$ cat src/rtl/parking_pkg.sv
// Shared definitions for the parking lane sequencer.
// Holds the lane state encoding, the opening hour and the hour bus width.
package parking_pkg;

    localparam int HOUR_W = 5;
    localparam logic [HOUR_W-1:0] HOUR_OPEN = 5'd8;

    typedef enum logic [2:0] {
        IDLE    = 3'd0,
        CHECK   = 3'd1,
        OPEN    = 3'd2,
        PASSING = 3'd3,
        CLOSE   = 3'd4,
        REJECT  = 3'd5
    } lane_state_e;

endpackage

$ cat src/rtl/gate_lane.sv
// One barrier lane sequencer (entry or exit).
//
//   state   | meaning
//   IDLE    | waiting for an arrival edge during opening hours
//   CHECK   | one cycle: latch uni flag, decide admission
//   OPEN    | barrier up, timeout counter running
//   PASSING | car on the pass loop, barrier up
//   CLOSE   | barrier down, waiting for arrive loop to clear
//   REJECT  | full lamp on, waiting for arrive loop to clear
//
// Ports:
//   clk, rst              - system clock, async active-high reset
//   hour_open_i           - current hour is within opening hours
//   arrive_i, pass_i      - debounced loop sensors
//   is_uni_i              - uni card level, sampled in CHECK
//   uni_vac_i, vac_i      - vacancy flags (used only when CHECK_VACANCY=1)
//   barrier_o, lamp_o     - registered barrier and full-lamp outputs
//   evt_req_o, evt_uni_o  - one-cycle pass-complete strobe and its uni flag
module gate_lane
    import parking_pkg::*;
#(
    parameter bit CHECK_VACANCY = 1'b1,
    parameter int OPEN_TIMEOUT  = 1000
) (
    input  logic clk,
    input  logic rst,
    input  logic hour_open_i,
    input  logic arrive_i,
    input  logic pass_i,
    input  logic is_uni_i,
    input  logic uni_vac_i,
    input  logic vac_i,
    output logic barrier_o,
    output logic lamp_o,
    output logic evt_req_o,
    output logic evt_uni_o
);

    localparam int TO_W = $clog2(OPEN_TIMEOUT + 1);

    lane_state_e     state_q;
    logic            arrive_prev_q;
    logic            pass_prev_q;
    logic            uni_q;
    logic            barrier_q;
    logic            lamp_q;
    logic [TO_W-1:0] to_cnt_q;

    logic arrive_rise, pass_rise, pass_fall, admit;

    assign arrive_rise = arrive_i & ~arrive_prev_q;
    assign pass_rise   = pass_i & ~pass_prev_q;
    assign pass_fall   = ~pass_i & pass_prev_q;

    always_comb begin
        admit = 1'b1;
        if (CHECK_VACANCY)
            admit = is_uni_i ? (uni_vac_i | vac_i) : vac_i;
    end

    always_ff @(posedge clk or posedge rst) begin
        if (rst) begin
            state_q       <= IDLE;
            arrive_prev_q <= 1'b0;
            pass_prev_q   <= 1'b0;
            uni_q         <= 1'b0;
            barrier_q     <= 1'b0;
            lamp_q        <= 1'b0;
            to_cnt_q      <= '0;
        end else begin
            arrive_prev_q <= arrive_i;
            pass_prev_q   <= pass_i;
            case (state_q)
                IDLE: begin
                    if (arrive_rise && hour_open_i)
                        state_q <= CHECK;
                end
                CHECK: begin
                    uni_q <= is_uni_i;
                    if (admit) begin
                        state_q   <= OPEN;
                        barrier_q <= 1'b1;
                        to_cnt_q  <= '0;
                    end else begin
                        state_q <= REJECT;
                        lamp_q  <= 1'b1;
                    end
                end
                OPEN: begin
                    // Saturating count; the step that reaches OPEN_TIMEOUT
                    // also drops the barrier, so it stays up OPEN_TIMEOUT cycles.
                    if (to_cnt_q != TO_W'(OPEN_TIMEOUT))
                        to_cnt_q <= to_cnt_q + TO_W'(1);
                    if (pass_rise) begin
                        state_q <= PASSING;
                    end else if (to_cnt_q == TO_W'(OPEN_TIMEOUT - 1)) begin
                        state_q   <= CLOSE;
                        barrier_q <= 1'b0;
                    end
                end
                PASSING: begin
                    if (pass_fall) begin
                        state_q   <= CLOSE;
                        barrier_q <= 1'b0;
                    end
                end
                CLOSE: begin
                    if (!arrive_i)
                        state_q <= IDLE;
                end
                REJECT: begin
                    if (!arrive_i) begin
                        state_q <= IDLE;
                        lamp_q  <= 1'b0;
                    end
                end
                default: begin
                    state_q   <= IDLE;
                    barrier_q <= 1'b0;
                    lamp_q    <= 1'b0;
                end
            endcase
        end
    end

    assign barrier_o = barrier_q;
    assign lamp_o    = lamp_q;
    // Combinational so the arbiter can register the pulse one cycle after
    // the debounced pass edge.
    assign evt_req_o = (state_q == PASSING) && pass_fall;
    assign evt_uni_o = uni_q;

endmodule

$ cat src/rtl/sensor_debounce.sv
// Loop sensor conditioner: 2-FF synchronizer followed by a stability counter.
// Ports:
//   clk, rst - system clock, async active-high reset
//   raw_i    - raw loop sensor level
//   deb_o    - debounced level; takes the new value after DEBOUNCE_CYCLES
//              consecutive equal synchronized samples
module sensor_debounce
    import parking_pkg::*;
#(
    parameter int DEBOUNCE_CYCLES = 4
) (
    input  logic clk,
    input  logic rst,
    input  logic raw_i,
    output logic deb_o
);

    localparam int CNT_W = (DEBOUNCE_CYCLES > 1) ? $clog2(DEBOUNCE_CYCLES) : 1;

    logic [1:0]       sync_q;
    logic [CNT_W-1:0] cnt_q;
    logic             deb_q;

    always_ff @(posedge clk or posedge rst) begin
        if (rst) begin
            sync_q <= '0;
            cnt_q  <= '0;
            deb_q  <= 1'b0;
        end else begin
            sync_q <= {sync_q[0], raw_i};
            // cnt_q counts differing samples already seen; any agreeing
            // sample restarts the run.
            if (sync_q[1] == deb_q) begin
                cnt_q <= '0;
            end else if (cnt_q == CNT_W'(DEBOUNCE_CYCLES - 1)) begin
                deb_q <= sync_q[1];
                cnt_q <= '0;
            end else begin
                cnt_q <= cnt_q + CNT_W'(1);
            end
        end
    end

    assign deb_o = deb_q;

endmodule

$ cat src/rtl/parking_gate_controller.sv
// Entry/exit lane sequencer feeding the occupancy manager.
// Debounces four loop sensors, runs one lane FSM per barrier and arbitrates
// the car_entered / car_exited pulses (exit wins, entry deferred one cycle).
// Ports:
//   clk, rst                          - system clock, async active-high reset
//   current_hour                      - hour of day 0..23
//   entry_/exit_ arrive, is_uni, pass - raw loop sensors and uni card level
//   uni_is_vacated_space, is_vacated_space - vacancy flags for entry admission
//   entry_barrier_open, exit_barrier_open  - barrier actuators
//   entry_full_lamp                   - refused-entry indicator
//   car_entered/is_uni_car_entered, car_exited/is_uni_car_exited - event pulses
module parking_gate_controller
    import parking_pkg::*;
#(
    parameter int DEBOUNCE_CYCLES = 4,
    parameter int OPEN_TIMEOUT    = 1000
) (
    input  logic              clk,
    input  logic              rst,
    input  logic [HOUR_W-1:0] current_hour,
    input  logic              entry_arrive,
    input  logic              entry_is_uni,
    input  logic              entry_pass,
    input  logic              exit_arrive,
    input  logic              exit_is_uni,
    input  logic              exit_pass,
    input  logic              uni_is_vacated_space,
    input  logic              is_vacated_space,
    output logic              entry_barrier_open,
    output logic              exit_barrier_open,
    output logic              entry_full_lamp,
    output logic              car_entered,
    output logic              is_uni_car_entered,
    output logic              car_exited,
    output logic              is_uni_car_exited
);

    // Asserts asynchronously, releases two clocks after rst falls.
    logic [1:0] rst_sync_q;
    logic       rst_int;

    always_ff @(posedge clk or posedge rst) begin
        if (rst) rst_sync_q <= 2'b11;
        else     rst_sync_q <= {rst_sync_q[0], 1'b0};
    end
    assign rst_int = rst_sync_q[1];

    logic ent_arr_deb, ent_pass_deb, ext_arr_deb, ext_pass_deb;
    logic hour_open;
    logic ent_lamp, ext_lamp;
    logic ent_req, ent_uni, ext_req, ext_uni;

    assign hour_open = (current_hour >= HOUR_OPEN);

    sensor_debounce #(.DEBOUNCE_CYCLES(DEBOUNCE_CYCLES)) u_deb_ent_arr (
        .clk(clk), .rst(rst_int), .raw_i(entry_arrive), .deb_o(ent_arr_deb));
    sensor_debounce #(.DEBOUNCE_CYCLES(DEBOUNCE_CYCLES)) u_deb_ent_pass (
        .clk(clk), .rst(rst_int), .raw_i(entry_pass), .deb_o(ent_pass_deb));
    sensor_debounce #(.DEBOUNCE_CYCLES(DEBOUNCE_CYCLES)) u_deb_ext_arr (
        .clk(clk), .rst(rst_int), .raw_i(exit_arrive), .deb_o(ext_arr_deb));
    sensor_debounce #(.DEBOUNCE_CYCLES(DEBOUNCE_CYCLES)) u_deb_ext_pass (
        .clk(clk), .rst(rst_int), .raw_i(exit_pass), .deb_o(ext_pass_deb));

    gate_lane #(.CHECK_VACANCY(1'b1), .OPEN_TIMEOUT(OPEN_TIMEOUT)) u_entry (
        .clk(clk), .rst(rst_int), .hour_open_i(hour_open),
        .arrive_i(ent_arr_deb), .pass_i(ent_pass_deb), .is_uni_i(entry_is_uni),
        .uni_vac_i(uni_is_vacated_space), .vac_i(is_vacated_space),
        .barrier_o(entry_barrier_open), .lamp_o(ent_lamp),
        .evt_req_o(ent_req), .evt_uni_o(ent_uni));

    gate_lane #(.CHECK_VACANCY(1'b0), .OPEN_TIMEOUT(OPEN_TIMEOUT)) u_exit (
        .clk(clk), .rst(rst_int), .hour_open_i(hour_open),
        .arrive_i(ext_arr_deb), .pass_i(ext_pass_deb), .is_uni_i(exit_is_uni),
        .uni_vac_i(uni_is_vacated_space), .vac_i(is_vacated_space),
        .barrier_o(exit_barrier_open), .lamp_o(ext_lamp),
        .evt_req_o(ext_req), .evt_uni_o(ext_uni));

    // The exit lane never refuses, so its lamp is constant 0.
    assign entry_full_lamp = ent_lamp | ext_lamp;

    logic pend_q, pend_uni_q;
    logic entered_q, entered_uni_q, exited_q, exited_uni_q;
    logic entry_req_d, entry_uni_d;

    always_comb begin
        entry_req_d = ent_req | pend_q;
        entry_uni_d = ent_req ? ent_uni : pend_uni_q;
    end

    always_ff @(posedge clk or posedge rst_int) begin
        if (rst_int) begin
            pend_q        <= 1'b0;
            pend_uni_q    <= 1'b0;
            entered_q     <= 1'b0;
            entered_uni_q <= 1'b0;
            exited_q      <= 1'b0;
            exited_uni_q  <= 1'b0;
        end else begin
            entered_q     <= 1'b0;
            entered_uni_q <= 1'b0;
            exited_q      <= 1'b0;
            exited_uni_q  <= 1'b0;
            if (ext_req) begin
                exited_q     <= 1'b1;
                exited_uni_q <= ext_uni;
                pend_q       <= entry_req_d;
                pend_uni_q   <= entry_req_d & entry_uni_d;
            end else if (entry_req_d) begin
                entered_q     <= 1'b1;
                entered_uni_q <= entry_uni_d;
                pend_q        <= 1'b0;
                pend_uni_q    <= 1'b0;
            end
        end
    end

    assign car_entered        = entered_q;
    assign is_uni_car_entered = entered_uni_q;
    assign car_exited         = exited_q;
    assign is_uni_car_exited  = exited_uni_q;

endmodule

$ cat config.mk
export PLATFORM = sky130hd
export DESIGN_NAME = parking_gate_controller
export DESIGN_NICKNAME = d
export VERILOG_FILES = /design/src/rtl/parking_pkg.sv /design/src/rtl/gate_lane.sv /design/src/rtl/sensor_debounce.sv /design/src/rtl/parking_gate_controller.sv
export SDC_FILE = /design/constraint.sdc
export NUM_CORES = 1
export LEC_CHECK = 0
export BUFFER_PORTS_ARGS = -buffer_cell sky130_fd_sc_hd__buf_2
export CAP_MARGIN = 30
export CORE_UTILIZATION = 35
export CTS_BUF_LIST = sky130_fd_sc_hd__clkbuf_4
export DETAILED_ROUTE_END_ITERATION = 7
export GPL_TIMING_DRIVEN = 0
export HOLD_SLACK_MARGIN = 0.05
export PLACE_DENSITY = 0.58
export SYNTH_ARGS = -nofsm -noshare
export SYNTH_HDL_FRONTEND = slang
export SYNTH_SLANG_ARGS = --single-unit
$ cat constraint.sdc
create_clock -name clk -period 3.4 [get_ports clk]
set_clock_uncertainty 0.15 [all_clocks]
set_input_delay 1.02 -clock clk [delete_from_list [all_inputs] [get_ports clk]]
set_output_delay 1.02 -clock clk [all_outputs]
set_load 0.02 [all_outputs]
==> flow_metrics.env <==
export IMPL_setup_ws_ns=1.27
export IMPL_fmax_mhz=470
export IMPL_rsz0062_at_grt="no"
export IMPL_worst_pin_slew_ns=0.738
export IMPL_ys_ff_latch=63
export IMPL_clockPowerShare_pct=22.0
export IMPL_grt_pass1_wl_mm=8.58
export IMPL_setup_worst_path_start_class="register"
export IMPL_htreeDepth=3
export IMPL_hold_viol=0
export IMPL_yosysUniqueCellTypes=54
export IMPL_area_delta_synth_final_pct=13.3
export IMPL_synth_top_cell_by_area="dfrtp_1"
export IMPL_wirelength_mm=4.88
export IMPL_track_usage_pct=12.9
export IMPL_worstPathRequired_ns=2.23
export IMPL_place_ws_ns=0.985
export IMPL_cts_root_buf="clkbuf_4"
export IMPL_grtUsageMet3_pct=3.74
export IMPL_cts_sink_count=63
export IMPL_yosys_warnings=0
export IMPL_dp_final_hpwl_mm=3.45
export IMPL_status="finished, final reports clean"
export IMPL_syn_nets=287
export IMPL_max_vdd_ir_drop_mv=0.282
export IMPL_critPathMaxFanout=3
export IMPL_crit_path_top_delay_cell="dfrtp_1"
export IMPL_numCtsBuffers=9
export IMPL_leakagePower_nw=1.46
export IMPL_die_area_um2=8700
export IMPL_synth_flop_cell="dfrtp_1"
export IMPL_yosysSeqAreaShare_pct=54.2
export IMPL_drt_first_iter_violations=46
export IMPL_fin_setup_tns_ns=0
export IMPL_grt_overflow_total=0
export IMPL_cts_clk_slew_worst_paths_ns=0.10
export IMPL_avgViaCountPerCell=4.95
export IMPL_wl_per_cell_um=12.2
export IMPL_path_delay_family="flip-flops"
export IMPL_yosysTopAreaCellShare_pct=52.4
export IMPL_use_met2_pct=19.7
export IMPL_cts_hold_repair_buffers=0
export IMPL_dr_pass1_iters=4
export IMPL_core_um2=7890
export IMPL_hold_path_class="register to asynchronous set/reset pin"
export IMPL_synth_top_cells_by_count="dfrtp_1 (61), nor2_1 (20), nand2_1 (17), o21ai_0 (14), nor2b_1 (13)"
export IMPL_grt_max_degree=37
export IMPL_final_period_utilization_pct=62.5
export IMPL_syn_area_um2=2920
export IMPL_synth_most_common_cell="dfrtp_1"
export IMPL_cp_end_kind="primary output"
export IMPL_p_int_mw=1.64
export IMPL_synthArstFlopShare_pct=100
export IMPL_maxSlewHeadroom_pct=50.6
export IMPL_slowest_delay_ns=0.40
export IMPL_cts_tree="done"
export IMPL_io_pins=22
export IMPL_setup_viol=0
export IMPL_grt_pass1_vias=1935
export IMPL_fp_dieH_um=93.3
export IMPL_cp_arrival_ns=0.96
export IMPL_worstSetupPathType="register to primary output"
export IMPL_rows=32
export IMPL_drc_errors=0
export IMPL_fp_dieW_um=93.3
export IMPL_vias=1980
export IMPL_initial_core_util_pct=37.0
export IMPL_postRouteAntennaNets=0
export IMPL_place_congestion=0.761
export IMPL_io_buffers=18
export IMPL_netlist_instances=264
export IMPL_post_cts_buffers=0
export IMPL_busiest_layer="met2"
export IMPL_use_met1_pct=16.8
export IMPL_clock_latency_ns=0.38
export IMPL_powerDensity_nw_per_um2=763
export IMPL_diodes=0
export IMPL_syn_avg_cell_area_um2=11.0
export IMPL_path_cells="buf_2"
export IMPL_max_cap_violations=0
export IMPL_synth_edf_count=0
export IMPL_drv_slew=0
export IMPL_cts_resized_gates=0
export IMPL_pwr_share_seq_pct=43.6
export IMPL_cts_buffer_depth=2
export IMPL_synth_area_leaders="dfrtp_1 (52%), ha_1 (3.4%), nor2b_1 (2.8%)"
export IMPL_power_switching_mw=0.876
export IMPL_p_sw_share_pct=34.8
export IMPL_period_minus_slack_ns=2.13
export IMPL_crit_buf_inv=1
export IMPL_antenna_found_initial=0
export IMPL_p_comb_share_pct=34.4
export IMPL_drive_gt1_share_pct=18.5
export IMPL_nets=317
==> layout by cell type (no fill, tap or decap), types with 3 or more instances in the layout <==
master and n:
a21oi_1 10, mux2_2 5, mux2i_1 3, xor2_1 5
or3_1 4, a31oi_1 3, nand4_1 5, inv_1 10
nand3_1 8, dfrtp_1 61, clkbuf_4 10, nor2b_1 13
o21ai_0 14, xnor2_1 8, and2_1 4, buf_2 21
ha_1 8, buf_6 3, nand2_1 17, nor3_1 8
nand2b_1 5, nor2_1 20
==> cell type report <==
cell class | count | area, um2
Clock inverter | 5 | 73.8
Timing Repair Buffer | 19 | 110
Inverter | 11 | 41.3
Buffer | 8 | 56.3
Multi-Input combinational cell | 182 | 1240
Sequential cell | 63 | 1580
Fill cell | 762 | 4590
Tap cell | 102 | 128
Clock buffer | 10 | 75.1
==> cells by family (layout without fill, tap and decap cells) <==
group	count (synthesis)	after routing	synth area share, %
other	1	1	0.129
flip-flops	63	63	54.2
multiplexers	8	8	2.96
buffers and inverters	19	53	3.35
adder cells (fa/ha/maj)	8	8	3.43
XOR/XNOR	13	13	3.91
AO/OA/AOI/OAI	47	47	11.2
AND/OR/NAND/NOR	105	105	20.9
==> worst paths after layout <==
| path | startpoint | to | slack (ns) | depth (start not counted) |
|---|---|---|---|---|
| worst max-delay path | u_entry.lamp_o | entry_full_lamp | 1.27 | 1 |
| worst min-delay path | rst_sync_q[1] | u_deb_ent_arr.cnt_q[1] | 0.16 | 1 |
| worst max register to register | u_exit.state_q[2] | u_exit.evt_uni_o | 1.41 | 4 |
| worst min register to register | rst_sync_q[1] | u_deb_ent_arr.cnt_q[1] | 0.16 | 1 |
| max in group asynchronous | rst_sync_q[1] | is_uni_car_exited | 2.36 | 2 |
| min in group clk | u_deb_ent_arr.sync_q[0] | u_deb_ent_arr.sync_q[1] | 0.21 | 0 |
==> routing by layer <==
metal	up-vias	part of all wire, %
li1	991	-
met1	949	51
met2	30	43
met3	10	3.9
met4	0	2.0
met5	-	0
==> flip-flops by register name, summed over array words and instances (netlist names), 2 cells and up <==
| register | count |
|---|---|
| u_exit.state_q | 3 |
| u_entry.to_cnt_q | 10 |
| u_deb_ent_arr.sync_q | 2 |
| u_deb_ent_arr.cnt_q | 2 |
| u_deb_ent_pass.sync_q | 2 |
| u_exit.to_cnt_q | 10 |
| rst_sync_q | 2 |
| u_deb_ext_pass.sync_q | 2 |
| u_deb_ext_pass.cnt_q | 2 |
| u_deb_ent_pass.cnt_q | 2 |
| u_deb_ext_arr.sync_q | 2 |
| u_deb_ext_arr.cnt_q | 2 |
| u_entry.state_q | 3 |
==> power groups by stage <==
| stage | sequential [mW] | combinational, mW | clock [mW] |
|---|---|---|---|
| 2_1_floorplan | 1.10 | 0.683 | 0 |
| 3_3_place_gp | 1.11 | 0.855 | 0 |
| 3_5_place_dp | 1.12 | 0.871 | 0 |
| 4_1_cts | 1.10 | 0.878 | 0.574 |
| 5_1_grt | 1.13 | 0.976 | 0.604 |
| 6_report | 1.10 | 0.866 | 0.554 |
==> stage by stage <==
stage | utilization, % | total power, mW | hold WS (ns) | cell area (um2) | std cells
detailed placement | 40.0 | 1.99 | 0.178 | 3150 | 385
finish | 41.9 | 2.52 | 0.160 | 3300 | 400
global route | 41.9 | 2.71 | 0.220 | 3300 | 400
floorplan | - | 1.79 | 0.181 | 2920 | 264
CTS | 41.9 | 2.55 | 0.187 | 3300 | 400
global placement | 39.7 | 1.96 | 0.183 | 3130 | 384
Power figures use the tool's default switching activity.
